`src/rtl/pipeadd3_accum_pkg.sv`:
```
// Shared constants and state encoding for the pipeline-adder block accumulator.
// The adder latency lives here so the adder and this consumer agree on it.
package pipeadd3_accum_pkg;

  localparam int unsigned DefWidth    = 16;
  localparam int unsigned DefAccWidth = 24;
  localparam int unsigned DefCount    = 4;
  localparam int unsigned AdderLat    = 2;

  typedef enum logic [0:0] {
    StAccum,
    StHold
  } acc_state_e;

endpackage

```
`src/rtl/pipeadd3_accum_valid_delay_line.sv`:
```
// Shift register that delays the launch strobe so it lines up with the adder output.
module valid_delay_line #(
  parameter int unsigned DEPTH = 2
) (
  input  logic clk,
  input  logic rst_n,
  input  logic in_valid,
  output logic s_valid
);

  logic [DEPTH-1:0] shift_q;

  always_ff @(posedge clk or negedge rst_n) begin
    if (!rst_n) begin
      shift_q <= '0;
    end else begin
      shift_q[0] <= in_valid;
      for (int i = 1; i < DEPTH; i++) begin
        shift_q[i] <= shift_q[i-1];
      end
    end
  end

  assign s_valid = shift_q[DEPTH-1];

endmodule

```
`src/rtl/pipeadd3_accum.sv`:
```
// Accumulates COUNT aligned adder sums per block and presents each block result
// on a valid/ready output register, holding one completed block under backpressure.
module pipeadd3_accum
  import pipeadd3_accum_pkg::*;
#(
  parameter int unsigned WIDTH     = DefWidth,
  parameter int unsigned ACC_WIDTH = DefAccWidth,
  parameter int unsigned COUNT     = DefCount,
  parameter int unsigned LAT       = AdderLat
) (
  input  logic                 clk,
  input  logic                 rst_n,
  input  logic                 in_valid,
  output logic                 in_ready,
  input  logic [WIDTH-1:0]     sum,
  output logic                 out_valid,
  input  logic                 out_ready,
  output logic [ACC_WIDTH-1:0] out_acc,
  output logic                 out_ovf,
  output logic                 drop_err
);

  localparam int unsigned CntW = $clog2(COUNT);
  localparam logic [CntW-1:0] CntLast = CntW'(COUNT - 1);

  logic s_valid;

  valid_delay_line #(
    .DEPTH (LAT)
  ) u_valid_delay_line (
    .clk      (clk),
    .rst_n    (rst_n),
    .in_valid (in_valid),
    .s_valid  (s_valid)
  );

  acc_state_e           state_q, state_d;
  logic [ACC_WIDTH-1:0] acc_q, acc_d;
  logic [CntW-1:0]      cnt_q, cnt_d;
  logic                 ovf_blk_q, ovf_blk_d;
  logic                 out_valid_q, out_valid_d;
  logic [ACC_WIDTH-1:0] out_acc_q, out_acc_d;
  logic                 out_ovf_q, out_ovf_d;
  logic                 drop_err_q, drop_err_d;

  logic [ACC_WIDTH:0]   add_full;
  logic [ACC_WIDTH-1:0] add_sum;
  logic                 add_carry;

  assign add_full  = {1'b0, acc_q} + {1'b0, ACC_WIDTH'(sum)};
  assign add_sum   = add_full[ACC_WIDTH-1:0];
  assign add_carry = add_full[ACC_WIDTH];

  always_comb begin
    state_d     = state_q;
    acc_d       = acc_q;
    cnt_d       = cnt_q;
    ovf_blk_d   = ovf_blk_q;
    out_valid_d = out_valid_q;
    out_acc_d   = out_acc_q;
    out_ovf_d   = out_ovf_q;
    drop_err_d  = drop_err_q;

    if (out_valid_q && out_ready) begin
      out_valid_d = 1'b0;
    end

    unique case (state_q)
      StAccum: begin
        if (s_valid) begin
          if (cnt_q == CntLast) begin
            if (!out_valid_q || out_ready) begin
              out_valid_d = 1'b1;
              out_acc_d   = add_sum;
              out_ovf_d   = ovf_blk_q | add_carry;
              acc_d       = '0;
              cnt_d       = '0;
              ovf_blk_d   = 1'b0;
            end else begin
              // Output register busy: park the finished block in the accumulator.
              acc_d     = add_sum;
              ovf_blk_d = ovf_blk_q | add_carry;
              state_d   = StHold;
            end
          end else begin
            acc_d     = add_sum;
            cnt_d     = cnt_q + CntW'(1);
            ovf_blk_d = ovf_blk_q | add_carry;
          end
        end
      end
      StHold: begin
        if (s_valid) begin
          drop_err_d = 1'b1;
        end
        if (out_ready) begin
          out_valid_d = 1'b1;
          out_acc_d   = acc_q;
          out_ovf_d   = ovf_blk_q;
          acc_d       = '0;
          cnt_d       = '0;
          ovf_blk_d   = 1'b0;
          state_d     = StAccum;
        end
      end
      default: state_d = StAccum;
    endcase
  end

  always_ff @(posedge clk or negedge rst_n) begin
    if (!rst_n) begin
      state_q     <= StAccum;
      acc_q       <= '0;
      cnt_q       <= '0;
      ovf_blk_q   <= 1'b0;
      out_valid_q <= 1'b0;
      out_acc_q   <= '0;
      out_ovf_q   <= 1'b0;
      drop_err_q  <= 1'b0;
    end else begin
      state_q     <= state_d;
      acc_q       <= acc_d;
      cnt_q       <= cnt_d;
      ovf_blk_q   <= ovf_blk_d;
      out_valid_q <= out_valid_d;
      out_acc_q   <= out_acc_d;
      out_ovf_q   <= out_ovf_d;
      drop_err_q  <= drop_err_d;
    end
  end

  assign in_ready  = (state_q == StAccum);
  assign out_valid = out_valid_q;
  assign out_acc   = out_acc_q;
  assign out_ovf   = out_ovf_q;
  assign drop_err  = drop_err_q;

endmodule

```
`config.mk`:
```
export PLATFORM = sky130hd
export DESIGN_NAME = pipeadd3_accum
export DESIGN_NICKNAME = d
export VERILOG_FILES = /design/src/rtl/pipeadd3_accum_pkg.sv /design/src/rtl/pipeadd3_accum_valid_delay_line.sv /design/src/rtl/pipeadd3_accum.sv
export SDC_FILE = /design/constraint.sdc
export NUM_CORES = 1
export LEC_CHECK = 0
export CORE_ASPECT_RATIO = 0.6
export CORE_MARGIN = 2
export CORE_UTILIZATION = 55
export CTS_CLUSTER_DIAMETER = 200
export DETAILED_ROUTE_END_ITERATION = 6
export GPL_TIMING_DRIVEN = 0
export PLACE_DENSITY = 0.84
export SKIP_LAST_GASP = 1
export SYNTH_ARGS = -nofsm -noshare
export SYNTH_HDL_FRONTEND = slang
export SYNTH_HIERARCHICAL = 1
export SYNTH_SLANG_ARGS = --single-unit
```
`constraint.sdc`:
```
create_clock -name clk -period 7.4 [get_ports clk]
set_clock_uncertainty 0.1 [all_clocks]
set_input_delay 2.22 -clock clk [delete_from_list [all_inputs] [get_ports clk]]
set_output_delay 2.22 -clock clk [all_outputs]
set_load 0.005 [all_outputs]
```
# After elaboration in Yosys (flattened, before gate mapping)
# Cells that the tools add are included.
# totals
word_cells	62
out_inout_bits	28
inputBits	20
ff_bits	57
# classes
n_bitwise	2
eq_ne	6
reduce_logical	7
mux	36
n_addsub	2
# ops
operator	n
$mux 24	8
$pmux 24 s2	2
$add 24x16->25	1
$mux 1	17
$mux 2	4
$pmux 1 s2	4
$ne 2x1->1 const B	3
$pmux 2 s2	1
$reduce_and 2->1	2
$reduce_and 4->1	1
$ne 3x2->1 const B	1
$reduce_and 3->1	1
$add 2x1->2 const B	1
$eq 2x2->1 const B	1
$ne 2x2->1 const B	1
$logic_and 1x1->1	1
$logic_not 1->1	1
$logic_or 1x1->1	1
$not 1->1	1
$or 1x1->1	1

# Depth between registers and ports, before layout
# Gate-level depths: netlist of run 1.
# depth
depth_word	6
mapped_depth	9
depth_no_buf	9

# Modules after synthesis
# The synthesis of run 1 kept the hierarchy.
# by_module_without_submodules
mod	area_each_um2	cells_per_inst	seq_area_each_um2	instances
pipeadd3_accum	3374.5	369	1376.3	1
valid_delay_line	50.0	2	50.0	1

# Worst setup path before layout of run 1
# No wires, ideal clock.
# synth_timing
path_type	input port to flip-flop
startpoint	in sum[0]
endpoint	reg out_acc_q[12] (netlist: out_acc[12])
path_slack_ns	3.007
setup_ns	0.126
cell_stages	9
t_required_ns	7.174
t_arrival_ns	4.167
path_cell_list	ha_1 -> fa_1 -> a21o_1 -> a221oi_2 -> and2_2 -> o31a_1 -> o21ai_1 -> xor2_1 -> a221o_1
# synth_between
elab_chain_len	5
# synth_lines
item	line_no	text
start, declared	pipeadd3_accum.sv:15	input logic [WIDTH-1:0] sum,
$add 24x16->25	pipeadd3_accum.sv:50	assign add_full = {1'b0, acc_q} + {1'b0, ACC_WIDTH'(sum)};
$mux 24	pipeadd3_accum.sv:72	if (!out_valid_q || out_ready) begin
$mux 24	pipeadd3_accum.sv:71	if (cnt_q == CntLast) begin
$mux 24	pipeadd3_accum.sv:70	if (s_valid) begin
$pmux 24 s2	pipeadd3_accum.sv:68	unique case (state_q)
end signal, assigned	pipeadd3_accum.sv:126	out_acc_q <= out_acc_d;
end, declared	pipeadd3_accum.sv:42	logic [ACC_WIDTH-1:0] out_acc_q, out_acc_d;
# Every way passes these cells. The select of a mux whose other input is x is not followed.
# A chain may end at the register's enable or synchronous reset.

# Final worst setup path of run 1
# layout_timing
startpoint	reg state_q
endpoint	out in_ready
# layout_between
elab_chain_len	1
# layout_lines
item	line_no	text
start, declared	pipeadd3_accum.sv:37	acc_state_e state_q, state_d;
start signal, assigned	pipeadd3_accum.sv:112	state_q <= StAccum;
start signal, assigned	pipeadd3_accum.sv:121	state_q <= state_d;
$not 1->1	n/a	
end, declared	pipeadd3_accum.sv:14	output logic in_ready,
# Every way passes these cells.

==> flow_summary.yaml, run 1 <==
global_route:
  grt_max_degree: 35
  antenna_found_initial: 0
  grt_pass1_wl_um: 15300
  grtUsageTotal_pct: 29.1
  grt_pass1_vias: 3062
  grt_remaining_overflow: 0
detailed_routing:
  vias: 3170
  routed_wirelength_um: 9230
  first_iter_violations: 242
  final_antenna_net_count: 0
  route.detailed.drc: 0
  first_pass_iters: 5
  avgViaCountPerCell: 6.11
  wire_per_inst_um: 17.8
power:
  p_per_area_nw_per_um2: 400
  ir_drop_v: 0.000207
  p_leak_nw: 1.90
worst_setup_path:
  rrSetupSlack_ns: 4.53
  cpMaxStageDelayCell: "clkdlybuf4s50_1"
  path_max_fanout: 10
  path_cells: "clkbuf_1, inv_1, buf_6, clkbuf_1, clkdlybuf4s50_1"
  cp_common_cell: "clkbuf_1"
  critPathCaptureType: "output pin"
  start_kind: "flip-flop"
  r2r-end: "out_acc[12]"
  cp.arrival_ns: 2.61
  r2r-start: "acc_q[0]"
  required_ns: 5.08
  r2r.worst_path.cells: 9
  max_stage_delay_ns: 0.64
  crit_type: "reg2out"
placement:
  placedCellCount: 503
  gp_congestion: 0.953
  dp_hpwl_um: 6700
  place_area_um2: 4020
  io_buffers: 47
worst_hold_path:
  hold_path.startpoint: "u_valid_delay_line/shift_q[0]"
  min_path_cells: 0
  min_to: "u_valid_delay_line/shift_q[1]"
  hold_path_class: "reg2reg"
logic_synthesis:
  syn_nets: 409
  synth_ff_type: "dfrtp_1"
  netlist_instances: 371
  syn_area_per_cell_um2: 9.23
  syn_area_um2: 3420
  synth_seq_cells: 57
  synthDistinctLibCells: 53
  ys_warn_count: 6
  async_reset_ff_share_pct: 100
  synth_edf_count: 0
  seq_area_frac_synth_pct: 41.7
cells_and_area:
  final_common_cell: "dfrtp_1"
  drive_above_1_share_pct: 7.59
  final_cell_mix: "dfrtp_1 (57), nand2_1 (54), clkdlybuf4s50_1 (46)"
  nNetsFinal: 468
  area_growth_pct: 24.1
  final_core_util_pct: 70.2
  diodes: 0
  fin_cells: 519
  stdcell_area_um2: 4250
timing:
  period_needed_ns: 4.93
  post-route-period-util_pct: 66.6
  fin_tns_setup_ns: 0
  relSlewSlack_pct: 45.6
  max_freq_mhz: 203
  finalHoldViolCount: 0
  worst_pin_slew_ns: 0.816
  rsz0062_at_grt: "no"
  drv_slew: 0
  setup_viol: 0
run_status:
  outcome: "finished, final reports clean"
die:
  rows: 22
  initial_core_util_pct: 56.5
  die_w_um: 106
  io_pins: 48
  fp.coreArea_um2: 6060
  design.die.area_um2: 6890
  die_y_um: 65.1
run:
  cap_violations: 0
clocking:
  cts_sinks: 57
  cts_buffer_depth: 2
  cts_resized: 0
  cts_hold_buf: 0
  root_buffer: "clkbuf_8"
  clk_latency_ns: 0.35
  clk_pin_slew_ns: 0.07
  cts_setup_buffers: 0
  cts_tree: "built"
  numCtsBuffers: 9
  ctsHtreeMaxLevel: 3
through the flow:
step / power [mW] / worst slack (ns) / hold WS [ns]
finish: 1.70 / 2.47 / 0.252
global route: 1.82 / 2.41 / 0.258
CTS: 1.69 / 2.52 / 0.256
detailed placement: 1.33 / 2.33 / 0.239
global placement: 1.29 / 2.22 / 0.234
floorplan: 1.05 / 3.01 / 0.231
area by class of cell:
class	instances	area, um^2
multi-input cells	285	1860
fillers	503	1810
flip-flops and latches	57	1430
repair buffers	48	485
clock buffers	11	131
plain buffers	22	113
well taps	84	105
clock inverters	5	104
inverters	7	26.3
cells in the mapped netlist (8+ instances only):
library cell | instances | area share [%]
clkbuf_1 | 12 | 1.3
and3_1 | 8 | 1.5
xnor2_1 | 13 | 3.3
nand3_1 | 11 | 1.6
nor2_1 | 19 | 2.1
a31oi_1 | 8 | 1.5
o21ai_0 | 35 | 5.1
ha_1 | 17 | 6.2
nand2_1 | 54 | 5.9
a21oi_1 | 24 | 3.5
a22o_1 | 13 | 3.3
xor2_1 | 8 | 2.0
mux2i_1 | 10 | 2.9
dfrtp_1 | 57 | 42
critical path, delay by kind of cell (launching register included):
family / cells / cell delay [ns]
flops: 1 / 0.37
buf+inv: 5 / 1.87
power by group:
group          leakage (nW)  internal [mW]  switching, mW
clock network         0.118          0.224          0.130
logic                  1.05          0.392          0.456
registers             0.729          0.422         0.0768
total                  1.90           1.04          0.663
registers in the layout, summed over array words and instances, names as in the netlist:
signal	cells
acc_q	24
ovf_blk_q	1
drop_err	1
out_valid	1
out_acc	24
out_ovf	1
cnt_q	2
state_q	1
u_valid_delay_line/shift_q	2
routing by layer:
layer | vias up | GRT usage [%] | wire length, um
li1 | 1468 | - | -
met1 | 1519 | 41.4 | 4210
met2 | 171 | 41.5 | 3920
met3 | 12 | 10.2 | 996
met4 | 0 | 10.0 | 97
met5 | - | 0 | 0
worst max path at each step:
stage          startpoint                       endpoint  slack [ns]  cells past startpoint
3_5_place_dp       sum[0]                    out_acc[12]        2.33                     10
2_1_floorplan      sum[0]                    out_acc[12]        3.01                      9
4_1_cts           state_q                       in_ready        2.52                      5
5_1_grt           state_q                       in_ready        2.41                      5
3_3_place_gp        rst_n  u_valid_delay_line/shift_q[0]        2.22                      1
6_report          state_q                       in_ready        2.47                      5
kinds of logic (layout without fill, tap and decap cells):
kind of cell	after synthesis	after routing	share of synthesized area [%]
and+or+nand+nor	116	116	15.9
adders and majority gates	18	18	6.80
DFF	57	57	41.7
AOI/OAI and AO/OA	120	120	23.3
muxes	10	10	2.92
buffers and inverters	29	93	4.06
xor gates and xnor gates	21	21	5.37
Power figures use the tool's default switching activity.
==> run 2, diff against run 1 <==
- CORE_UTILIZATION: 55 -> 50
- PLACE_DENSITY: 0.84 -> 0.81
- clock period: 7.4 -> 4.5 ns (I/O delays scaled with it)
==> flow_summary.yaml, run 2 (same netlist as run 1, synthesis figures left out) <==
run_status:
  outcome: "finished, final reports clean"
detailed_routing:
  avgViaCountPerCell: 5.96
  route.detailed.drc: 0
  vias: 3113
  wire_per_inst_um: 17.6
  final_antenna_net_count: 0
  routed_wirelength_um: 9180
  first_iter_violations: 258
  first_pass_iters: 5
power:
  ir_drop_v: 0.000405
  p_leak_nw: 1.93
  power.total_mw: 2.92
  p_per_area_nw_per_um2: 673
clocking:
  cts_setup_buffers: 0
  cts_buffer_depth: 2
  cts_tree: "built"
  root_buffer: "clkbuf_16"
  ctsHtreeMaxLevel: 3
  numCtsBuffers: 9
  cts_resized: 0
  cts_hold_buf: 0
  cts_sinks: 57
  clk_latency_ns: 0.33
  clk_pin_slew_ns: 0.05
cells_and_area:
  nFillCells: 585
  seq_area_um2: 1430
  diodes: 0
  final_cell_mix: "dfrtp_1 (57), nand2_1 (54), clkdlybuf4s50_1 (46)"
  final_common_cell: "dfrtp_1"
  nNetsFinal: 468
  area_growth_pct: 26.6
  multi_input_area_um2: 1860
  drive_above_1_share_pct: 8.05
  stdcell_area_um2: 4340
timing:
  post-route-period-util_pct: 88.9
  worst_pin_slew_ns: 0.796
  finalHoldViolCount: 0
  period_needed_ns: 4.00
  setup_viol: 0
  rsz0062_at_grt: "no"
  fin_worst_hold_slack_ns: 0.247
  drv_slew: 0
  fin_tns_setup_ns: 0
  relSlewSlack_pct: 47.0
  max_freq_mhz: 250
run:
  cap_violations: 0
die:
  rows: 23
  design.die.area_um2: 7550
  fp.coreArea_um2: 6650
  initial_core_util_pct: 51.5
  io_pins: 48
  die_y_um: 68.1
  die_w_um: 111
worst_setup_path:
  required_ns: 3.05
  cpLargestDelayFamily: "buffers and inverters"
  cp.arrival_ns: 2.55
  cp_num_buf_inv: 5
  crit_type: "reg2out"
  cp_common_cell: "clkbuf_1"
  max_stage_delay_ns: 0.64
  path_cells: "clkbuf_1, inv_1, buf_6, clkbuf_1, clkdlybuf4s50_1"
  cpMaxStageDelayCell: "clkdlybuf4s50_1"
  critPathCaptureType: "output pin"
  path_max_fanout: 10
  rrSetupSlack_ns: 1.65
  start_kind: "flip-flop"
worst_hold_path:
  hold_path_class: "reg2reg"
global_route:
  grt_pass1_wl_um: 14800
  grtUsageTotal_pct: 26.0
  grt_pass1_vias: 2824
  grt_max_degree: 41
  grt_remaining_overflow: 0
  antenna_found_initial: 0
placement:
  dp_hpwl_um: 6490
  place_area_um2: 4020
  gp_congestion: 0.929
  io_buffers: 47
==> run 2: changes by cell type in the layout (fill, tap and decap cells not counted) <==
cell / previous run / this run
bufinv_16: 3 / 1
clkinv_4: 1 / 0
clkinvlp_4: 0 / 2
clkbuf_1: 14 / 12
clkbuf_8: 9 / 3
clkbuf_16: 0 / 9
==> run 2: area by class of cell <==
| cell class | instances | share of cell area [%] |
|---|---|---|
| clock buffer | 12 | 6.15 |
| tap | 87 | 2.51 |
| buffer | 22 | 2.60 |
| timing repair buffer | 48 | 11.2 |
| clock inverter | 4 | 1.15 |
| inverter | 7 | 0.606 |
| sequential | 57 | 32.9 |
| multi-input combinational | 285 | 42.9 |
==> run 2: per-stage QoR <==
stage / utilization, % / instances / worst slack, ns
5_1_grt: 65.2 / 522 / 0.412
3_3_place_gp: 60.2 / 505 / 0.174
6_report: 65.2 / 522 / 0.498
2_1_floorplan: - / 371 / 0.977
3_5_place_dp: 60.5 / 506 / 0.332
4_1_cts: 65.2 / 522 / 0.520
==> run 2: worst paths after layout <==
kind	endpoint	cells after the start	start
setup / recovery	in_ready	5	state_q
hold / removal	u_valid_delay_line/shift_q[1]	0	u_valid_delay_line/shift_q[0]
setup reg to reg	out_acc[12]	9	acc_q[0]
hold reg to reg	u_valid_delay_line/shift_q[1]	0	u_valid_delay_line/shift_q[0]
max in group asynchronous	cnt_q[1]	2	rst_n
min in group asynchronous	acc_q[1]	1	rst_n
==> run 2: power breakdown <==
part	internal [mW]	switching [mW]
Clock	0.472	0.241
Sequential	0.695	0.128
Combinational	0.645	0.736
Total	1.81	1.11
==> run 2: routing by layer <==
| metal | GRT usage [%] | routed length, um | part of all wire (%) |
|---|---|---|---|
| met2 | 37.5 | 3740 | 41 |
| met5 | 0 | 0 | 0 |
| met4 | 6.88 | 116 | 1.3 |
| met1 | 38.3 | 4540 | 49 |
| met3 | 7.71 | 784 | 8.5 |
==> run 2: worst register-to-register path: cells and delay by family (launching register included) <==
kind | cells | cell delay, ns
xor+xnor | 1 | 0.16
fa+ha+maj | 2 | 0.62
flops | 1 | 0.39
compound gates | 5 | 1.21
simple gates | 1 | 0.24
